===== src/rtl/vec_batch_ctrl.sv =====
// Batch scheduler: loads REF_NO reference vectors into the comparator slots, streams
// query sub-vectors to the compare path, then waits out the comparator latency.
module vec_batch_ctrl #(
    parameter int BUS_WIDTH       = 128,
    parameter int SUB_VEC_NO      = 8,
    parameter int REF_NO          = 4,
    parameter int VEC_ID_WIDTH    = 8,
    parameter int DRAIN_CYCLES    = 4,
    parameter int BATCH_CNT_WIDTH = 16
) (
    input  logic                          clk,
    input  logic                          rstn,
    input  logic [BUS_WIDTH-1:0]          up_Vector,
    input  logic [VEC_ID_WIDTH-1:0]       up_VecID,
    input  logic                          up_Valid,
    input  logic                          up_Last,
    output logic                          up_Ready,
    output logic [BUS_WIDTH-1:0]          ref_Vector,
    output logic [REF_NO-1:0]             ref_WrEn,
    output logic [$clog2(SUB_VEC_NO)-1:0] ref_SubIdx,
    output logic [BUS_WIDTH-1:0]          cmp_Vector,
    output logic [VEC_ID_WIDTH-1:0]       cmp_VecID,
    output logic                          cmp_Valid,
    output logic                          cmp_Last,
    input  logic                          cmp_Ready,
    output logic                          batch_Busy,
    output logic                          batch_Done,
    output logic [BATCH_CNT_WIDTH-1:0]    batch_Cnt,
    output logic                          err_Frame
);

    localparam int SW = $clog2(SUB_VEC_NO);
    localparam int RW = (REF_NO > 1) ? $clog2(REF_NO) : 1;
    localparam int DW = (DRAIN_CYCLES > 1) ? $clog2(DRAIN_CYCLES) : 1;

    localparam logic [SW-1:0] SUB_LAST   = SW'(SUB_VEC_NO - 1);
    localparam logic [RW-1:0] REF_LAST   = RW'(REF_NO - 1);
    localparam logic [DW-1:0] DRAIN_LAST = DW'(DRAIN_CYCLES - 1);

    typedef enum logic [1:0] {
        S_LOAD  = 2'd0,
        S_CMP   = 2'd1,
        S_DRAIN = 2'd2
    } state_t;

    state_t                     state, state_n;
    logic [SW-1:0]              sub_cnt, sub_cnt_n;
    logic [RW-1:0]              ref_idx, ref_idx_n;
    logic [DW-1:0]              drain_cnt, drain_cnt_n;
    logic [BUS_WIDTH-1:0]       ref_Vector_n, cmp_Vector_n;
    logic [REF_NO-1:0]          ref_WrEn_n;
    logic [SW-1:0]              ref_SubIdx_n;
    logic [VEC_ID_WIDTH-1:0]    cmp_VecID_n;
    logic                       cmp_Valid_n, cmp_Last_n;
    logic                       batch_Done_n, err_Frame_n;
    logic [BATCH_CNT_WIDTH-1:0] batch_Cnt_n;
    logic                       xfer;

    function automatic logic [SW-1:0] sub_next(input logic [SW-1:0] c);
        return (c == SUB_LAST) ? '0 : c + SW'(1);
    endfunction

    // Ready looks only at state and the compare output handshake, never at up_Valid
    always_comb begin
        case (state)
            S_LOAD:  up_Ready = 1'b1;
            S_CMP:   up_Ready = !cmp_Valid || cmp_Ready;
            default: up_Ready = 1'b0;
        endcase
    end

    assign xfer       = up_Valid && up_Ready;
    assign batch_Busy = (state != S_LOAD);

    always_comb begin
        state_n      = state;
        sub_cnt_n    = sub_cnt;
        ref_idx_n    = ref_idx;
        drain_cnt_n  = drain_cnt;
        ref_Vector_n = ref_Vector;
        ref_WrEn_n   = '0;
        ref_SubIdx_n = ref_SubIdx;
        cmp_Vector_n = cmp_Vector;
        cmp_VecID_n  = cmp_VecID;
        cmp_Valid_n  = cmp_Valid;
        cmp_Last_n   = cmp_Last;
        batch_Done_n = 1'b0;
        batch_Cnt_n  = batch_Cnt;
        err_Frame_n  = 1'b0;

        case (state)
            S_LOAD: begin
                if (xfer) begin
                    ref_Vector_n = up_Vector;
                    ref_WrEn_n   = REF_NO'(1) << ref_idx;
                    ref_SubIdx_n = sub_cnt;
                    if (up_Last) begin
                        // Batch ended before the reference set was complete: restart loading
                        err_Frame_n = 1'b1;
                        sub_cnt_n   = '0;
                        ref_idx_n   = '0;
                    end else if (sub_cnt == SUB_LAST) begin
                        sub_cnt_n = '0;
                        if (ref_idx == REF_LAST) begin
                            ref_idx_n = '0;
                            state_n   = S_CMP;
                        end else begin
                            ref_idx_n = ref_idx + RW'(1);
                        end
                    end else begin
                        sub_cnt_n = sub_cnt + SW'(1);
                    end
                end
            end

            S_CMP: begin
                if (xfer) begin
                    cmp_Vector_n = up_Vector;
                    cmp_VecID_n  = up_VecID;
                    cmp_Valid_n  = 1'b1;
                    cmp_Last_n   = (sub_cnt == SUB_LAST) || up_Last;
                    sub_cnt_n    = sub_next(sub_cnt);
                    if (up_Last) begin
                        state_n     = S_DRAIN;
                        err_Frame_n = (sub_cnt != SUB_LAST);
                    end
                end else if (cmp_Ready) begin
                    cmp_Valid_n = 1'b0;
                end
            end

            S_DRAIN: begin
                if (cmp_Ready)
                    cmp_Valid_n = 1'b0;
                // Latency count starts only once the final word has left the output register
                if (!cmp_Valid) begin
                    if (drain_cnt == DRAIN_LAST) begin
                        batch_Done_n = 1'b1;
                        batch_Cnt_n  = batch_Cnt + BATCH_CNT_WIDTH'(1);
                        drain_cnt_n  = '0;
                        sub_cnt_n    = '0;
                        ref_idx_n    = '0;
                        state_n      = S_LOAD;
                    end else begin
                        drain_cnt_n = drain_cnt + DW'(1);
                    end
                end
            end

            default: state_n = S_LOAD;
        endcase
    end

    always_ff @(posedge clk) begin
        if (!rstn) begin
            state      <= S_LOAD;
            sub_cnt    <= '0;
            ref_idx    <= '0;
            drain_cnt  <= '0;
            ref_Vector <= '0;
            ref_WrEn   <= '0;
            ref_SubIdx <= '0;
            cmp_Vector <= '0;
            cmp_VecID  <= '0;
            cmp_Valid  <= 1'b0;
            cmp_Last   <= 1'b0;
            batch_Done <= 1'b0;
            batch_Cnt  <= '0;
            err_Frame  <= 1'b0;
        end else begin
            state      <= state_n;
            sub_cnt    <= sub_cnt_n;
            ref_idx    <= ref_idx_n;
            drain_cnt  <= drain_cnt_n;
            ref_Vector <= ref_Vector_n;
            ref_WrEn   <= ref_WrEn_n;
            ref_SubIdx <= ref_SubIdx_n;
            cmp_Vector <= cmp_Vector_n;
            cmp_VecID  <= cmp_VecID_n;
            cmp_Valid  <= cmp_Valid_n;
            cmp_Last   <= cmp_Last_n;
            batch_Done <= batch_Done_n;
            batch_Cnt  <= batch_Cnt_n;
            err_Frame  <= err_Frame_n;
        end
    end

endmodule


===== config.mk =====
export PLATFORM = sky130hd
export DESIGN_NAME = vec_batch_ctrl
export DESIGN_NICKNAME = d
export VERILOG_FILES = /design/src/rtl/vec_batch_ctrl.sv
export SDC_FILE = /design/constraint.sdc
export NUM_CORES = 1
export LEC_CHECK = 0
export CORE_AREA = 2 2 170 172
export DETAILED_ROUTE_END_ITERATION = 7
export DIE_AREA = 0 0 172 174
export PLACE_DENSITY_LB_ADDON = 0.3
export SYNTH_ARGS = -nofsm -noshare
export SYNTH_HDL_FRONTEND = slang
export SYNTH_SLANG_ARGS = --single-unit

===== constraint.sdc =====
create_clock -name clk -period 4.3 [get_ports clk]
set_input_delay 0.86 -clock clk [delete_from_list [all_inputs] [get_ports clk]]
set_output_delay 0.86 -clock clk [all_outputs]
set_load 0.01 [all_outputs]

## Yosys cells after proc, flatten, opt, wreduce, memory -nomap -nowiden

Index checks and enable logic that the tools add are counted.

- Register bits: 300
- Bits of input ports: 141
- Output and inout bits: 293
- Word-level logic and storage cells: 87

- Add/sub/neg operators: 4
- Eq/ne operators: 15
- Shift-type cells: 1
- Mux-type cells: 32
- Bitwise gates (word level): 3
- Reduce and logical (&&, ||, !) cells: 18

Operator list:

| cell | number |
|---|---|
| $mux 2 | 13 |
| $mux 3 | 6 |
| $add 16x1->16 const B | 1 |
| $ne 2x2->1 const B | 8 |
| $reduce_and 5->1 | 2 |
| $pmux 3 s3 | 1 |
| $reduce_and 8->1 | 1 |
| $mux 1 | 7 |
| $eq 2x2->1 const B | 3 |
| $ne 3x3->1 const B | 2 |
| $pmux 1 s2 | 3 |
| $pmux 2 s3 | 1 |
| $reduce_and 2->1 | 3 |
| $reduce_and 3->1 | 2 |
| $reduce_bool 2->1 | 3 |
| $add 2x1->2 const B | 2 |
| $pmux 2 s2 | 1 |
| $shl 1x2->4 const A | 1 |
| $add 3x1->3 const B | 1 |
| $eq 3x3->1 const B | 1 |
| $not 1->1 | 3 |
| $reduce_bool 3->1 | 1 |
| $reduce_or 3->1 | 1 |
| $eq 2x1->1 const B | 1 |
| other kinds (4) | 5 |

## Depth between registers and ports, before layout

Gate-level depths: netlist of run 1.

- Depth after elaboration: 6
- Depth in mapped cells: 9
- Gate-level depth less buffers: 6

## Worst setup path before layout of run 1

OpenSTA, ideal clock, no wires.

- Kind: in2out
- From: in cmp_Ready
- To: out up_Ready
- Arrival time: 1.339 ns
- Data required time: 3.440 ns
- Slack: 2.101 ns
- Cell stages on the path: 3
- Buffers on the path: 0
- Cell sequence: nand2b_1 a21oi_1 inv_1

- Longest elaborated chain between the ends: 2

Ends and longest elaborated chain:

| what | RTL line | source |
|---|---|---|
| start, declared | 25 | `input logic cmp_Ready,` |
| $logic_or 1x1->1 | 67 | `S_CMP: up_Ready = !cmp_Valid \|\| cmp_Ready;` |
| $pmux 1 s2 | 65 | `case (state)` |
| end, declared | 17 | `output logic up_Ready,` |

Every way passes these cells.

## Final worst setup path of run 1

Same ends and word-level chain as after synthesis.

==> summary.md, run 1 <==
| Metric | Value |
|---|---|
| Worst setup path class | in2out |
| Total Routing Usage GR | 21.97% |
| Global placement routability congestion | 0.8153 |
| Required @ worst endpoint | 3.44 ns |
| M1 wire length | 13,720 um |
| Standard-cell rows | 62 |
| Synth warnings | 0 |
| Destination of the worst hold path | cmp_Vector[79] |
| Post-detailed-placement half-perimeter wirelength | 23,700 um |
| Worst slew slack as a fraction of its limit | 46.66% |
| Critical path fanouts, max | 5 |
| Most numerous cell in the Yosys netlist | sky130_fd_sc_hd__nand2_1 |
| Cell type contributing the most total cell area after synthesis | sky130_fd_sc_hd__dfxtp_1 |
| Remaining global-route overflow | 0 |
| PostCTS Resize Cnt | 0 |
| Maximum clock path buffer count | 3 |
| Maximum cell stage delay along the critical path | 0.49 ns |
| Initial antenna violation count | 1 |
| Transition time at the pin with the least slew margin | 0.8002 ns |
| Met3 Routed Length | 3150 um |
| Top post-synthesis cells by count | sky130_fd_sc_hd__nand2_1, sky130_fd_sc_hd__dfxtp_1, sky130_fd_sc_hd__a21oi_1, sky130_fd_sc_hd__clkbuf_1, sky130_fd_sc_hd__nor2_1 |
| Share of flip-flops with an asynchronous set or reset | 0% |
| Most Frequent Cell on Critical Path | sky130_fd_sc_hd__clkdlybuf4s50_1 |
| Clock skew after layout | 0.008911 ns |
| Wire length reported by the detailed router | 34,990 um |
| R2r endpoint | ref_Vector[55] |
| Filler instances | 2,558 |
| Register area share after synthesis | 56.49% |
| Syn Nets | 1,494 |
| Start of the worst register-to-register path | state[0] |
| Root buf cell | sky130_fd_sc_hd__clkbuf_16 |
| Total vias in the final route | 10,371 |
| CTS tree | done |
| Post-CTS Repair Setup Buffers | 0 |
| Iter 0 DRT Violations | 532 |
| Peak ir drop on the vdd network | 0.0002999 V |
| Height of the die | 174 um |
| Highest achievable clock rate | 0.3086 GHz |
| Fraction of layout cells with a size suffix above 1 | 4.226% |
| Static leakage power | 5.834 nW |
| Count of antenna-violating nets left after detailed routing | 0 |
| Setup repair after global routing missed its margin | no |
| Fin crit share | 75.36% |
| Final Hold Violating Endpoints | 0 |
| Leading register cell type out of synthesis | sky130_fd_sc_hd__dfxtp_1 |
| Number of clock sinks seen by CTS | 300 |
| Post-placement cell area | 15,290 um^2 |
| Synth top area share | 56.49% |
| Clock latency at the later pin of the worst-skew pair | 0.55 ns |
| Largest net degree at the start of global routing | 129 |
| Initial DRT Pass Iterations | 4 |
| Global-route wire length before repair | 52,590 um |
| Reg2reg path depth | 6 |
| Count of cell types in the netlist | 42 |
| Signal arrival time at the worst endpoint | 2.38 ns |
| Cell type of the slowest stage on the worst timing path | sky130_fd_sc_hd__clkdlybuf4s50_1 |
| Core area | 28,240 um^2 |
| Number of primary I/O pins | 434 |
| Number of nets at the end of the flow | 1,880 |
| Final Slew Violations | 0 |
| Run status | completed |
| Post-route cell area | 16,390 um^2 |
| Kind of path behind the tightest hold check | reg2reg |
| Startpoint of the lowest-slack hold path | cmp_Vector[79] |
| Synth Instances | 1,343 |
| Shortest clock period the worst path allows after layout | 3.240 ns |
| Cts bufs inserted | 31 |
| Cells on Worst Hold Path | 2 |
| Crit start category | input port |
| Synthesized flop and latch total | 300 |
| Detailed-route DRC error count | 0 |
| Number of enable flip-flop cells after synthesis | 0 |
| Floorplan die area | 29,930 um^2 |
| Via count of the first global-routing pass | 9,681 |
| Clock transition at the register clock pins on the worst setup and hold paths after CTS | 0.06 ns |
| Uppermost layer routed | met4 |
| Synthesis-to-layout area growth | 54.18% |
| Wire length on met2 | 16,770 um |
| Average cell area after synthesis | 7.916 um^2 |
| Accumulated negative setup slack | 0 ns |
| Endpoints failing setup | 0 |
| Cell types occupying the most area after synthesis | sky130_fd_sc_hd__dfxtp_1, sky130_fd_sc_hd__nand2_1, sky130_fd_sc_hd__a21oi_1 |
| Initial core utilization | 37.65% |
| Die width | 172 um |
| Wire length per cell | 16.38 um |
| Number of max-capacitance violations reported | 0 |
| Routed vias/inst | 4.855 |
| Chain of cells forming the critical path | clkdlybuf4s50_1 > nand2b_1 > a21oi_1 > inv_1 > clkdlybuf4s50_1 |
| Number of buffers inserted by port buffering | 433 |
| Area of the mapped netlist | 10,630 um^2 |
| Hold-fix buffers at CTS | 0 |
| Setup slack on the worst flop-to-flop path | 2.00 ns |
| Power density cells | 379.9 nW/um^2 |
| Kind of end point of the critical path | output pin |
| CTS H-tree lvls | 1 |
==> final cells by class <==
cell class / instances / area, um^2 / area share, %
flip-flops and latches: 300 / 6006 / 36.64
repair buffers: 448 / 4534 / 27.66
multi-input cells: 940 / 4237 / 25.85
clock buffers: 45 / 938.4 / 5.725
well taps: 384 / 480.5 / 2.931
clock inverters: 10 / 156.4 / 0.9541
inverters: 8 / 37.54 / 0.2290
diodes: 1 / 2.502 / 0.01527
==> worst max path at each step <==
stage	startpoint	endpoint	slack (ns)	cells after the start
global placement	cmp_Ready	up_Ready	1.10	5
floorplan	cmp_Ready	up_Ready	2.10	3
detailed placement	cmp_Ready	up_Ready	1.08	5
finish	cmp_Ready	up_Ready	1.06	5
CTS	cmp_Ready	up_Ready	1.07	5
global route	cmp_Ready	up_Ready	0.92	5
==> cells by family after synthesis <==
logic type | Yosys count | synth area share, %
fa+ha+maj | 10 | 1.177
compound gates | 298 | 14.46
simple gates | 617 | 22.73
buf+inv | 103 | 3.825
xor+xnor | 8 | 0.6591
flops | 300 | 56.49
mux | 7 | 0.6591
==> worst max-delay path, delay by kind of cell <==
kind                   cells  cell delay (ns)
AOI/OAI and AO/OA          1             0.29
buffers and inverters      3             1.01
and+or+nand+nor            1             0.21
==> report_power, final <==
part | switching [W] | internal (W) | total, W | leakage, nW
logic | 0.000245 | 0.000274 | 0.000519 | 2.85
clock network | 0.00109 | 0.00174 | 0.00283 | 0.541
registers | 0.0000333 | 0.00285 | 0.00288 | 2.44
==> placed cells by master, fill, tap and decap left out, drive strengths merged, types with 2 or more instances in the layout <==
master / netlist / layout
a21oi: 277 / 277
buf: 19 / 15
bufinv: 0 / 4
clkbuf: 76 / 45
clkdlybuf4s50: 0 / 433
clkinv: 0 / 5
dfxtp: 300 / 300
ha: 10 / 10
inv: 8 / 8
mux2i: 7 / 7
nand2: 558 / 558
nand2b: 4 / 4
nand3: 8 / 8
nand4: 3 / 3
nor2: 23 / 23
nor3: 3 / 3
nor4: 2 / 2
o211ai: 3 / 3
o21ai: 6 / 6
o31ai: 2 / 2
or3: 6 / 6
or4: 2 / 2
xnor2: 5 / 5
xor2: 3 / 3
==> registers in the layout, indices dropped and copies added, names as in the netlist, 2 cells and up <==
| name | cells |
|---|---|
| batch_Cnt | 16 |
| cmp_VecID | 8 |
| cmp_Vector | 128 |
| drain_cnt | 2 |
| ref_SubIdx | 3 |
| ref_Vector | 128 |
| ref_WrEn | 4 |
| ref_idx | 2 |
| state | 2 |
| sub_cnt | 3 |
==> stage by stage <==
stage,cells,power [W],hold slack [ns],util (%),worst slack (ns)
after floorplan,1343,0.003123,0.4488,-,2.101
after global placement,2080,0.003454,0.4406,54.17,1.098
after detailed placement,2080,0.003461,0.4453,54.17,1.084
after CTS,2135,0.006297,0.4531,58.04,1.073
after global routing,2136,0.006450,0.4665,58.05,0.9241
final,2136,0.006228,0.4499,58.05,1.060
==> per-layer routing <==
metal / up-vias / global-route usage, %
met5: - / 0
met3: 75 / 6.717
met1: 4785 / 25.46
met2: 383 / 37.52
met4: 0 / 8.999
li1: 5128 / -
(Power assumes the default switching activity.)
==> run 2: changes to the inputs <==
--- a/config.mk
+++ b/config.mk
@@ -5,9 +5,8 @@
 export SDC_FILE = /design/constraint.sdc
 export NUM_CORES = 1
 export LEC_CHECK = 0
-export CORE_AREA = 2 2 170 172
+export CORE_UTILIZATION = 39
 export DETAILED_ROUTE_END_ITERATION = 7
-export DIE_AREA = 0 0 172 174
 export PLACE_DENSITY_LB_ADDON = 0.3
 export SYNTH_ARGS = -nofsm -noshare
 export SYNTH_HDL_FRONTEND = slang
==> constraint.sdc (replaced) <==
create_clock -name clk -period 2.75 [get_ports clk]
set_input_delay 0.55 -clock clk [delete_from_list [all_inputs] [get_ports clk]]
set_output_delay 0.55 -clock clk [all_outputs]
set_load 0.01 [all_outputs]
==> summary.md, run 2 (synthesized netlist as in run 1, its figures left out) <==
| Metric | Value |
|---|---|
| Run status | completed (unchanged) |
| Crit start category | register (was input port) |
| Count of antenna-violating nets left after detailed routing | 0 (unchanged) |
| Worst slack on hold paths | 0.4496 ns (was 0.4499 ns) |
| Initial core utilization | 39.56% (was 37.65%) |
| Worst setup path class | reg2out (was in2out) |
| Iter 0 DRT Violations | 782 (was 532) |
| Detailed-route DRC error count | 0 (unchanged) |
| Height of the die | 167.1 um (was 174 um) |
| Clock skew after layout | 0.02235 ns (was 0.008911 ns) |
| Chain of cells forming the critical path | inv_1 > ha_2 > a21oi_1 > inv_1 > clkdlybuf4s50_1 (was clkdlybuf4s50_1 > nand2b_1 > a21oi_1 > inv_1 > clkdlybuf4s50_1) |
| Clock latency at the later pin of the worst-skew pair | 0.50 ns (was 0.55 ns) |
| Global-route wire length before repair | 52,530 um (was 52,590 um) |
| Maximum clock path buffer count | 3 (unchanged) |
| Most common cell after layout, fill and taps aside | sky130_fd_sc_hd__nand2_1 (unchanged) |
| Power density cells | 590.9 nW/um^2 (was 379.9 nW/um^2) |
| Wire length per cell | 15.95 um (was 16.38 um) |
| Maximum cell stage delay along the critical path | 0.48 ns (was 0.49 ns) |
| Clock transition at the register clock pins on the worst setup and hold paths after CTS | 0.06 ns (about the same) |
| Synthesis-to-layout area growth | 54.35% (was 54.18%) |
| Setup slack on the worst flop-to-flop path | 0.67 ns (was 2.00 ns) |
| Largest registers ranked by flip-flop count | cmp_Vector x128, ref_Vector x128, batch_Cnt x16 (unchanged) |
| Remaining global-route overflow | 0 (unchanged) |
| Wire length reported by the detailed router | 33,490 um (was 34,990 um) |
| Signal arrival time at the worst endpoint | 2.02 ns (was 2.38 ns) |
| Number of buffers inserted by port buffering | 433 (unchanged) |
| Required @ worst endpoint | 2.20 ns (was 3.44 ns) |
| CTS H-tree lvls | 2 (was 1) |
| Cell type of the slowest stage on the worst timing path | sky130_fd_sc_hd__clkdlybuf4s50_1 (unchanged) |
| Post-detailed-placement half-perimeter wirelength | 22,590 um (was 23,700 um) |
| Final Slew Violations | 0 (unchanged) |
| Number of max-capacitance violations reported | 0 (unchanged) |
| Number of nets at the end of the flow | 1,888 (was 1,880) |
| Initial antenna violation count | 0 (was 1) |
| Cts bufs inserted | 34 (was 31) |
| Shortest clock period the worst path allows after layout | 2.572 ns |
| Core area | 26,880 um^2 (was 28,240 um^2) |
| Floorplan die area | 27,920 um^2 (was 29,930 um^2) |
| Stages on the worst setup path | 5 (unchanged) |
| Total vias in the final route | 10,422 (was 10,371) |
| Worst slew slack as a fraction of its limit | 69.98% (was 46.66%) |
| End point of the critical path | up_Ready (unchanged) |
| Setup repair after global routing missed its margin | no (unchanged) |
| Most Frequent Cell on Critical Path | sky130_fd_sc_hd__inv_1 (was sky130_fd_sc_hd__clkdlybuf4s50_1) |
| Endpoints failing setup | 0 (unchanged) |
| Peak ir drop on the vdd network | 0.0004926 V (was 0.0002999 V) |
| Kind of end point of the critical path | output pin (unchanged) |
| Commonest cells after routing, fill and taps aside | sky130_fd_sc_hd__nand2_1, sky130_fd_sc_hd__clkdlybuf4s50_1, sky130_fd_sc_hd__dfxtp_1 (unchanged) |
| Transition time at the pin with the least slew margin | 0.4489 ns (was 0.8002 ns) |
| Total Routing Usage GR | 23.25% (was 21.97%) |
| Via count of the first global-routing pass | 9,846 (was 9,681) |
| Reg2reg path depth | 6 (unchanged) |
| R2r endpoint | batch_Cnt[15] (was ref_Vector[55]) |
| Largest net degree at the start of global routing | 94 (was 129) |
| Post-CTS Repair Setup Buffers | 0 (unchanged) |
| Static leakage power | 5.868 nW (was 5.834 nW) |
| Hold-fix buffers at CTS | 0 (unchanged) |
| Initial DRT Pass Iterations | 5 (was 4) |
| Routed vias/inst | 4.963 (was 4.855) |
| Kind of path behind the tightest hold check | reg2reg (unchanged) |
| Die width | 167.1 um (was 172 um) |
| Accumulated negative setup slack | 0 ns (unchanged) |
| Standard-cell rows | 60 (was 62) |
| Source of the critical timing path | state[0] (was cmp_Ready) |
| Number of buffers and inverters on the critical path | 3 (unchanged) |
| CTS tree | done (unchanged) |
| Number of clock sinks seen by CTS | 300 (unchanged) |
| Global placement routability congestion | 0.8440 (was 0.8153) |
| Highest achievable clock rate | 0.3888 GHz |
| Fin crit share | 93.52% |
| ANT cells | 0 (was 1) |
| Fraction of layout cells with a size suffix above 1 | 4.434% (was 4.226%) |
| Start of the worst register-to-register path | state[0] (unchanged) |
| Root buf cell | sky130_fd_sc_hd__clkbuf_16 (unchanged) |
| Critical path fanouts, max | 10 (was 5) |
| Cell class contributing the biggest share of worst-path delay | buffers and inverters (unchanged) |
| Final Hold Violating Endpoints | 0 (unchanged) |
| Number of primary I/O pins | 434 (unchanged) |
[run 2: how the worst min path moves through the flow]
stage | slack (ns) | start | endpoint | depth (start not counted)
floorplan | 0.45 | sub_cnt[1] | ref_SubIdx[1] | 2
global placement | 0.44 | cmp_Vector[80] | cmp_Vector[80] | 2
detailed placement | 0.45 | cmp_Vector[71] | cmp_Vector[71] | 2
CTS | 0.45 | cmp_Vector[81] | cmp_Vector[81] | 2
global route | 0.46 | ref_Vector[39] | ref_Vector[39] | 2
finish | 0.45 | ref_Vector[49] | ref_Vector[49] | 2
[run 2: through the flow]
step	total power, W	instance area (um^2)	worst slack [ns]	instances	util [%]
floorplan	0.004883	10630	0.9111	1343	-
global placement	0.005400	15320	0.2487	2042	56.99
detailed placement	0.005412	15320	0.2289	2042	56.99
global route	0.01005	16410	0.05607	2100	61.06
finish	0.009696	16410	0.1782	2100	61.06
CTS	0.009826	16400	0.05651	2100	61.04
[run 2: power breakdown]
part | internal [W] | switching [W] | total [W]
sequential | 0.00445 | 0.0000520 | 0.00451
combinational | 0.000434 | 0.000377 | 0.000811
clock | 0.00267 | 0.00171 | 0.00438
[run 2: tightest hold or removal path, stage by stage (launching register included)]
cell	delay (ns)
sky130_fd_sc_hd__dfxtp_1	0.30
sky130_fd_sc_hd__nand2_1	0.05
sky130_fd_sc_hd__a21oi_1	0.05
[run 2: repair_timing]
| action | CTS | global route |
|---|---|---|
| endpoints found under the hold margin | 0 | 0 |
| gates resized for setup | 0 | 2 |
| endpoints found under the setup margin | 0 | 2 |
[run 2: routing by layer]
metal  track usage (%)  vias up  routed length, um
met3             6.334       98               2512
met5                 0        -                  0
met2             37.91      389              15570
met4             13.08        0               1813
li1                  -     5133                  -
met1             27.67     4802              13600
[run 2: cell type report]
class,instances,area [um^2]
clock inverters,7,60.06
multi-input cells,940,4242
inverters,8,37.54
clock buffers,51,1028
flip-flops and latches,300,6006
fillers,2329,10470
repair buffers,453,4609
well taps,341,426.7
==> run 3: changes to the inputs <==
--- a/config.mk
+++ b/config.mk
@@ -5,6 +5,8 @@
 export SDC_FILE = /design/constraint.sdc
 export NUM_CORES = 1
 export LEC_CHECK = 0
+export ABC_AREA = 1
+export CAP_MARGIN = 25
 export CORE_UTILIZATION = 39
 export DETAILED_ROUTE_END_ITERATION = 7
 export PLACE_DENSITY_LB_ADDON = 0.3
==> constraint.sdc (replaced) <==
create_clock -name clk -period 2.75 [get_ports clk]
set_input_delay 0.275 -clock clk [delete_from_list [all_inputs] [get_ports clk]]
set_output_delay 0.275 -clock clk [all_outputs]
set_load 0.01 [all_outputs]
==> summary.md, run 3 <==
| Metric | Value |
|---|---|
| Run status | completed (unchanged) |
| Synth Area in Adders | 1.164% (was 1.177%) |
| Accumulated negative setup slack | 0 ns (unchanged) |
| Cell types occupying the most area after synthesis | sky130_fd_sc_hd__dfxtp_1, sky130_fd_sc_hd__nor2_1, sky130_fd_sc_hd__o21ai_0 (was sky130_fd_sc_hd__dfxtp_1, sky130_fd_sc_hd__nand2_1, sky130_fd_sc_hd__a21oi_1) |
| Via count of the first global-routing pass | 9,911 (was 9,846) |
| Wire length reported by the detailed router | 34,400 um (was 33,490 um) |
| Most common cell after layout, fill and taps aside | sky130_fd_sc_hd__nor2_1 (was sky130_fd_sc_hd__nand2_1) |
| Count of cell types in the netlist | 30 (was 42) |
| Kind of path behind the tightest hold check | in2reg (was reg2reg) |
| Endpoints failing setup | 0 (unchanged) |
| Standard-cell rows | 60 (unchanged) |
| Multiplexer fraction of the synthesized cell area | 0% (was 0.6591%) |
| Top post-synthesis cells by count | sky130_fd_sc_hd__nor2_1, sky130_fd_sc_hd__dfxtp_1, sky130_fd_sc_hd__o21ai_0, sky130_fd_sc_hd__clkbuf_1, sky130_fd_sc_hd__nand2_1 (was sky130_fd_sc_hd__nand2_1, sky130_fd_sc_hd__dfxtp_1, sky130_fd_sc_hd__a21oi_1, sky130_fd_sc_hd__clkbuf_1, sky130_fd_sc_hd__nor2_1) |
| Register area share after synthesis | 55.86% (was 56.49%) |
| Number of buffers inserted by port buffering | 433 (unchanged) |
| Total vias in the final route | 10,594 (was 10,422) |
| PostCTS Resize Cnt | 0 (unchanged) |
| Global-route wire length before repair | 53,790 um (was 52,530 um) |
| Highest achievable clock rate | 0.4242 GHz (was 0.3888 GHz) |
| Commonest cells after routing, fill and taps aside | sky130_fd_sc_hd__nor2_1, sky130_fd_sc_hd__clkdlybuf4s50_1, sky130_fd_sc_hd__dfxtp_1 (was sky130_fd_sc_hd__nand2_1, sky130_fd_sc_hd__clkdlybuf4s50_1, sky130_fd_sc_hd__dfxtp_1) |
| Initial DRT Pass Iterations | 4 (was 5) |
| Root buf cell | sky130_fd_sc_hd__clkbuf_16 (unchanged) |
| CTS tree | done (unchanged) |
| M1 wire length | 13,660 um (was 13,600 um) |
| Required @ worst endpoint | 2.48 ns (was 2.20 ns) |
| Number of primary I/O pins | 434 (unchanged) |
| Total Routing Usage GR | 23.77% (was 23.25%) |
| Iter 0 DRT Violations | 739 (was 782) |
| Share of the core filled with cells in the final layout | 60.43% (was 61.06%) |
| Clock latency at the later pin of the worst-skew pair | 0.54 ns (was 0.50 ns) |
| Remaining global-route overflow | 0 (unchanged) |
| Uppermost layer routed | met4 (unchanged) |
| Final Slew Violations | 0 (unchanged) |
| Kind of end point of the critical path | output pin (unchanged) |
| Core area | 27,030 um^2 (was 26,880 um^2) |
| Post-synthesis compound-gate area fraction | 14.07% (was 14.46%) |
| CTS H-tree lvls | 1 (was 2) |
| Place WS | 0.5585 ns (was 0.2289 ns) |
| Reg2reg path depth | 9 (was 6) |
| Wire length per cell | 16.07 um (was 15.95 um) |
| Shortest clock period the worst path allows after layout | 2.357 ns (was 2.572 ns) |
| XOR/XNOR share of the synthesized area | 0.1629% (was 0.6591%) |
| Peak ir drop on the vdd network | 0.0005734 V (was 0.0004926 V) |
| Worst setup path class | reg2out (unchanged) |
| Synth warnings | 0 (unchanged) |
| Number of enable flip-flop cells after synthesis | 0 (unchanged) |
| Final Hold Violating Endpoints | 0 (unchanged) |
| Initial antenna violation count | 2 (was 0) |
| Filler instances | 2,370 (was 2,329) |
| Post-CTS Repair Setup Buffers | 0 (unchanged) |
| Number of max-capacitance violations reported | 0 (unchanged) |
| Average cell area after synthesis | 7.774 um^2 (was 7.916 um^2) |
| Static leakage power | 6.733 nW (was 5.868 nW) |
| Signal arrival time at the worst endpoint | 2.08 ns (was 2.02 ns) |
| Global placement routability congestion | 0.8349 (was 0.8440) |
| Worst slew slack as a fraction of its limit | 47.98% (was 69.98%) |
| Final worst-path setup slack | 0.3925 ns (was 0.1782 ns) |
| Worst slack on hold paths | 0.1854 ns (was 0.4496 ns) |
| Clock skew after layout | 0.007914 ns (was 0.02235 ns) |
| Pwr Total | 0.009648 W (was 0.009696 W) |
| Number of nets at the end of the flow | 1,925 (was 1,888) |
| Cts bufs inserted | 31 (was 34) |
| Initial core utilization | 39.78% (was 39.56%) |
| End point of the critical path | up_Ready (unchanged) |
| Leading register cell type out of synthesis | sky130_fd_sc_hd__dfxtp_1 (unchanged) |
| Critical path fanouts, max | 7 (was 10) |
| Floorplan die area | 28,240 um^2 (was 27,920 um^2) |
| Die width | 168.0 um (was 167.1 um) |
| Number of clock sinks seen by CTS | 300 (unchanged) |
| Wire length on met2 | 16,260 um (was 15,570 um) |
| Post-detailed-placement half-perimeter wirelength | 23,350 um (was 22,590 um) |
| Source of the critical timing path | state[0] (unchanged) |
| Fraction of layout cells with a size suffix above 1 | 4.396% (was 4.434%) |
| Setup repair after global routing missed its margin | no (unchanged) |
| Synthesis-to-layout area growth | 51.90% (was 54.35%) |
| Area of the mapped netlist | 10,750 um^2 (was 10,630 um^2) |
| Cell type contributing the most total cell area after synthesis | sky130_fd_sc_hd__dfxtp_1 (unchanged) |
| Synthesized flop and latch total | 300 (unchanged) |
| Synth top area share | 55.86% (was 56.49%) |
| Start of the worst register-to-register path | state[0] (unchanged) |
| Crit start category | register (unchanged) |
| Hold-fix buffers at CTS | 0 (unchanged) |
| Fin crit share | 85.73% (was 93.52%) |
| Setup slack on the worst flop-to-flop path | 0.55 ns (was 0.67 ns) |
| Transition time at the pin with the least slew margin | 0.7802 ns (was 0.4489 ns) |
| Simple-gate share of the synthesized area | 23.58% (was 22.73%) |
| Maximum clock path buffer count | 3 (unchanged) |
| Clock transition at the register clock pins on the worst setup and hold paths after CTS | 0.06 ns (about the same) |
| Routed vias/inst | 4.950 (was 4.963) |
| Power density cells | 590.8 nW/um^2 (was 590.9 nW/um^2) |
| Met3 Routed Length | 3261 um (was 2512 um) |
| Largest family of logic cells by synthesized area | simple AND/OR/NAND/NOR gates (unchanged) |
| Detailed-route DRC error count | 0 (unchanged) |
| R2r endpoint | cmp_Vector[29] (was batch_Cnt[15]) |
| Count of antenna-violating nets left after detailed routing | 0 (unchanged) |
| Syn Nets | 1,534 (was 1,494) |
| Synth Instances | 1,383 (was 1,343) |
| Share of flip-flops with an asynchronous set or reset | 0% (unchanged) |
| Height of the die | 168.0 um (was 167.1 um) |
| Largest net degree at the start of global routing | 139 (was 94) |
| Largest registers ranked by flip-flop count | cmp_Vector x128, ref_Vector x128, batch_Cnt x16 (unchanged) |
| Most numerous cell in the Yosys netlist | sky130_fd_sc_hd__nor2_1 (was sky130_fd_sc_hd__nand2_1) |
[run 3: cell types whose count changed after synthesis, sizes merged, moves of 10 or more]
cell and delta:
inv +27, nor2 +543, o21ai +275, a21oi -257, nand3 +10, nand2 -512
clkbuf -15
[run 3: worst min path at each step]
stage	start	end	slack [ns]	cells past startpoint
5_1_grt	rstn	batch_Cnt[12]	0.22	3
4_1_cts	rstn	batch_Cnt[12]	0.18	3
6_report	rstn	batch_Cnt[12]	0.19	3
2_1_floorplan	up_Vector[0]	cmp_Vector[0]	0.41	2
3_5_place_dp	ref_Vector[18]	ref_Vector[18]	0.47	2
3_3_place_gp	ref_Vector[39]	ref_Vector[39]	0.46	2
[run 3: per-layer routing]
layer  track usage, %  vias up
li1                 -     5225
met1            27.80     4911
met2            40.24      382
met3            7.710       76
met4            9.374        0
met5                0        -
[run 3: report_power, final]
part	switching, W	internal (W)
sequential	0.0000679	0.00448
combinational	0.000423	0.000499
clock	0.00172	0.00246
total	0.00221	0.00744
[run 3: stage by stage]
| step | instances | cell area [um^2] |
|---|---|---|
| floorplan | 1383 | 10750 |
| global placement | 2082 | 15310 |
| detailed placement | 2082 | 15310 |
| CTS | 2138 | 16330 |
| global route | 2140 | 16330 |
| finish | 2140 | 16330 |
[run 3: cells by family (layout without fill, tap and decap cells)]
family	Yosys count	count (layout)
xor gates and xnor gates	2	2
DFF	300	300
other	0	2
adders and majority gates	10	10
buffers and inverters	124	538
AOI/OAI and AO/OA	302	302
and+or+nand+nor	645	645
[run 3: worst max-delay path, stage by stage (launching register included)]
cell                              delay [ns]
sky130_fd_sc_hd__dfxtp_1                0.33
sky130_fd_sc_hd__inv_1                  0.12
sky130_fd_sc_hd__ha_1                   0.34
sky130_fd_sc_hd__inv_2                  0.10
sky130_fd_sc_hd__nand2_4                0.09
sky130_fd_sc_hd__clkdlybuf4s50_1        0.56
[run 3: area by class of cell]
class	count	area (um^2)	share of cell area, %
diodes	2	5.005	0.03064
clock buffers	43	900.9	5.516
clock inverters	13	118.9	0.7278
inverters	35	136.4	0.8351
multi-input cells	959	4198	25.70
flip-flops and latches	300	6006	36.77
well taps	341	426.7	2.612
repair buffers	447	4541	27.80
